## src/rtl/sqrt_iter32.sv

```systemverilog
// sqrt_iter32: sequential 32-bit unsigned integer square root.
// Non-restoring algorithm, one root bit per cycle, 16 CALC cycles plus one
// FIX cycle that corrects a negative final partial remainder.
//
// Ports:
//   clk       clock, rising edge
//   rst_n     asynchronous active-low reset
//   start     request, sampled only while idle (busy=0)
//   radicand  32-bit unsigned operand, captured on the accepted start edge
//   busy      high from the accepting edge until the FIX edge
//   done      one-cycle pulse, root/rem valid
//   root      floor(sqrt(radicand)), held until the next result
//   rem       radicand - root*root, held until the next result
module sqrt_iter32 (
  input  logic        clk,
  input  logic        rst_n,
  input  logic        start,
  input  logic [31:0] radicand,
  output logic        busy,
  output logic        done,
  output logic [15:0] root,
  output logic [16:0] rem
);

  typedef enum logic [1:0] {IDLE, CALC, FIX} state_t;

  state_t      state, state_nxt;
  logic [31:0] d;
  logic [17:0] r;
  logic [15:0] q;
  logic [3:0]  cnt;

  logic [1:0]  pair;
  logic        sub;
  logic [17:0] add_a, add_b, add_sum;

  assign pair = {d[{cnt, 1'b1}], d[{cnt, 1'b0}]};

  // One shared 18-bit adder: CALC uses it for the add/subtract step, FIX
  // reuses it (sub=0) for the negative-remainder correction.
  always_comb begin
    sub   = 1'b0;
    add_a = '0;
    add_b = '0;
    case (state)
      CALC: begin
        sub   = ~r[17];
        add_a = {r[15:0], pair};
        add_b = r[17] ? {q, 2'b11} : {q, 2'b01};
      end
      FIX: begin
        add_a = r;
        add_b = {1'b0, q, 1'b1};
      end
      default: ;
    endcase
    add_sum = add_a + (add_b ^ {18{sub}}) + {17'b0, sub};
  end

  always_comb begin
    state_nxt = state;
    case (state)
      IDLE:    if (start) state_nxt = CALC;
      CALC:    if (cnt == 4'd0) state_nxt = FIX;
      FIX:     state_nxt = IDLE;
      default: state_nxt = IDLE;
    endcase
  end

  always_ff @(posedge clk or negedge rst_n) begin
    if (!rst_n) state <= IDLE;
    else        state <= state_nxt;
  end

  always_ff @(posedge clk or negedge rst_n) begin
    if (!rst_n) begin
      d    <= '0;
      r    <= '0;
      q    <= '0;
      cnt  <= '0;
      busy <= 1'b0;
      done <= 1'b0;
      root <= '0;
      rem  <= '0;
    end else begin
      done <= 1'b0;
      case (state)
        IDLE: begin
          if (start) begin
            d    <= radicand;
            r    <= '0;
            q    <= '0;
            cnt  <= 4'd15;
            busy <= 1'b1;
          end
        end
        CALC: begin
          r   <= add_sum;
          q   <= {q[14:0], ~add_sum[17]};
          cnt <= (cnt == 4'd0) ? 4'd0 : cnt - 4'd1;
        end
        FIX: begin
          if (r[17]) begin
            r   <= add_sum;
            rem <= add_sum[16:0];
          end else begin
            rem <= r[16:0];
          end
          root <= q;
          done <= 1'b1;
          busy <= 1'b0;
        end
        default: ;
      endcase
    end
  end

endmodule
```

## config.mk

```make
export PLATFORM = sky130hd
export DESIGN_NAME = sqrt_iter32
export DESIGN_NICKNAME = d
export VERILOG_FILES = /design/src/rtl/sqrt_iter32.sv
export SDC_FILE = /design/constraint.sdc
export NUM_CORES = 1
export LEC_CHECK = 0
export BUFFER_PORTS_ARGS = -buffer_cell sky130_fd_sc_hd__buf_2
export CAP_MARGIN = 5
export CORE_ASPECT_RATIO = 1.2
export CORE_UTILIZATION = 37
export CTS_CLUSTER_DIAMETER = 60
export DETAILED_ROUTE_END_ITERATION = 6
export PLACE_DENSITY_LB_ADDON = 0.2
export SETUP_SLACK_MARGIN = 0.2
export SYNTH_ARGS = -nofsm -noshare
export SYNTH_HDL_FRONTEND = slang
export SYNTH_SLANG_ARGS = --single-unit
export TNS_END_PERCENT = 10
```

## constraint.sdc

```tcl
create_clock -name clk -period 6.75 [get_ports clk]
set_clock_uncertainty 0.15 [all_clocks]
set_input_delay 1.0125 -clock clk [delete_from_list [all_inputs] [get_ports clk]]
set_output_delay 1.0125 -clock clk [all_outputs]
set_load 0.02 [all_outputs]
```

==> flow_summary.ini <==
[global_routing]
grt_usage_pct = 18.1
grt_max_degree = 89
antenna_found_initial = 0
gr-total-overflow = 0
first_global_vias = 4731
grt_pass1_wl_um = 24200

[clock_tree]
cts.sinks = 107
cts_made_buffers = 9
clock_latency_ns = 0.36
path_clk_slew_ns = 0.07
cts_buffer_depth = 2
cts_setup_buffers = 0
cts.htree.levels = 3
cts_tree = built
hold_buffers = 0
cts-root-buf = clkbuf_16
cts-resized-gates = 0

[logic_synthesis]
ys_top_cells_by_area = dfrtp_1 44%, mux2_2 9.2%, ha_1 4.3%, a22o_1 4.0%, o21ai_0 3.9%
syn_area_mm2 = 0.00614
synth_top_area_share_pct = 43.6
synth-seq-cells = 107
yosysMostFrequentCell = dfrtp_1
ys_async_sr_fraction_pct = 100
synth_cell_types = 60
yosysWarnings = 0
synthTopCellsByCount = 107 x dfrtp_1, 50 x mux2_2, 48 x o21ai_0
synth_cells = 590
synth_fp_nets = 647
synth_edf_count = 0
synth-main-ff-cell = dfrtp_1
syn_area_per_cell_um2 = 10.4
ys_seq_area_share_pct = 43.6
synth_top_area_cell = dfrtp_1

[final_layout]
multi_input_area_mm2 = 0.00323
diodes = 0
seq_area_mm2 = 0.00268
fin_area_mm2 = 0.00689
fillers = 1630
nets = 689
drive_gt1_share_pct = 24.6
synthToLayoutAreaGrowth_pct = 12.2

[sta]
finalCritPeriodShare_pct = 67.1
max_freq_mhz = 221
rsz0062_at_grt = false
tns_ns = 0
slew_headroom_pct = 35.4
period_minus_slack_ns = 4.53
finalSetupViolations = 0
worstMarginPinSlew_ns = 0.966
slew_violations = 0
finalHoldViolations = 0

[critical_path]
cp-start-kind = register
rr_worst_depth = 15
crit_path_end_kind = register
path_max_fanout = 30
path_class = register to register
required_ns = 6.84
crit_arrival_ns = 4.62
r2r-start = state[0]
crit_start = state[0]

[min_path]
min_path_cells = 1
hp-class = register to register
hp-start = root[10]

[power_and_ir_drop]
p_per_area_mw_per_mm2 = 427
peakVddDrop_mv = 0.175
power_leakage_nw = 3.19

[drt]
vias = 4731
wl_per_cell_um = 17.2
wl_um = 14600
ant_nets = 0
first_pass_iters = 4
first_iter_violations = 349
vias_per_cell = 5.57
drc_errors = 0

[floorplan]
chipHeight_um = 143
rows = 51
io-pin-count = 70
die_area_mm2 = 0.0171
start_util_pct = 37.9
fp.dieW_um = 120
fp.coreArea_mm2 = 0.0162

[placed_design]
dp_hpwl_um = 10700
port_buffers = 69
routabilityCongestion = 0.882
place_area_mm2 = 0.00661

[run_status]
status = finished clean

[job]
drv_cap = 0
==> sequential cells by signal (all words and copies together), names as in the netlist <==
register	cells
rem	17
d	32
busy	1
q	16
root	16
done	1
r	18
cnt	4
state	2
==> critical path: stages, from the launching register on <==
cell      delay, ns
dfrtp_1        0.44
inv_1          0.09
ha_1           0.49
clkinv_1       0.54
buf_4          0.40
nor3_2         0.28
or2_2          0.17
fa_1           0.20
nor2b_1        0.05
o21ai_0        0.20
a21boi_1       0.16
o31a_1         0.35
o31a_1         0.30
a221oi_2       0.32
xor2_1         0.17
o21ai_0        0.09
==> area by class of cell <==
| type | count | share of cell area, % |
|---|---|---|
| Multi-Input combinational cell | 427 | 46.8 |
| Sequential cell | 107 | 38.8 |
| Timing Repair Buffer | 76 | 5.81 |
| Tap cell | 212 | 3.85 |
| Clock buffer | 10 | 3.32 |
| Clock inverter | 6 | 0.781 |
| Inverter | 11 | 0.599 |
==> path summary, 6_finish.rpt <==
check                                end  slack [ns]
worst min-delay path            root[10]        0.35
worst max register to register     r[16]        2.22
min in group asynchronous        rem[13]        0.53
worst max-delay path               r[16]        2.22
worst min register to register  root[10]        0.35
max in group asynchronous           q[4]        4.76
==> metrics by stage <==
stage / hold slack (ns) / util [%] / setup WS [ns] / cells / power, mW
6_report: 0.354 / 42.5 / 2.22 / 849 / 2.94
5_1_grt: 0.366 / 42.5 / 1.78 / 849 / 3.17
4_1_cts: 0.358 / 42.5 / 2.23 / 849 / 2.97
3_5_place_dp: 0.341 / 40.8 / 2.24 / 833 / 2.45
3_3_place_gp: 0.331 / 40.8 / 2.41 / 833 / 2.41
2_1_floorplan: 0.320 / - / 2.86 / 590 / 2.08
==> cells in the final DEF, fill, tap and decap left out, drive strengths merged, types with 2 or more instances in the layout <==
cell,n
nor3,5
clkbuf,10
o31a,3
nand3,8
and2,4
mux4,5
nand4,3
a32o,2
a211oi,3
a22o,28
or2,3
mux2,50
or3,2
o21a,2
ha,21
inv,14
a32oi,15
a21boi,3
xor2,5
a31oi,9
a22oi,17
buf,76
nor2b,12
dfrtp,107
mux2i,13
nand2,29
nand2b,9
xnor2,8
a221o,5
a31o,3
a21o,13
o31ai,4
clkinv,2
o21ai,49
and3,2
nor2,37
a21oi,44
==> cell families after synthesis <==
kind of cell    share of synthesized area [%]
flops                                    43.6
buf+inv                                  3.93
compound gates                           23.5
mux                                      13.3
fa+ha+maj                                4.60
xor+xnor                                 1.85
simple gates                             9.25
==> per-layer routing <==
metal  wire, µm  share of wire (%)  track usage [%]
met1       6610                 45             23.1
met5          0                  0                0
met2       7140                 49             30.4
met4        227                1.6             5.79
met3        613                4.2             3.91
==> power by group <==
part	total [mW]	switching [mW]	internal (mW)
combinational	1.41	0.854	0.555
sequential	1.03	0.171	0.854
clock	0.509	0.251	0.258
(Power assumes the default switching activity.)
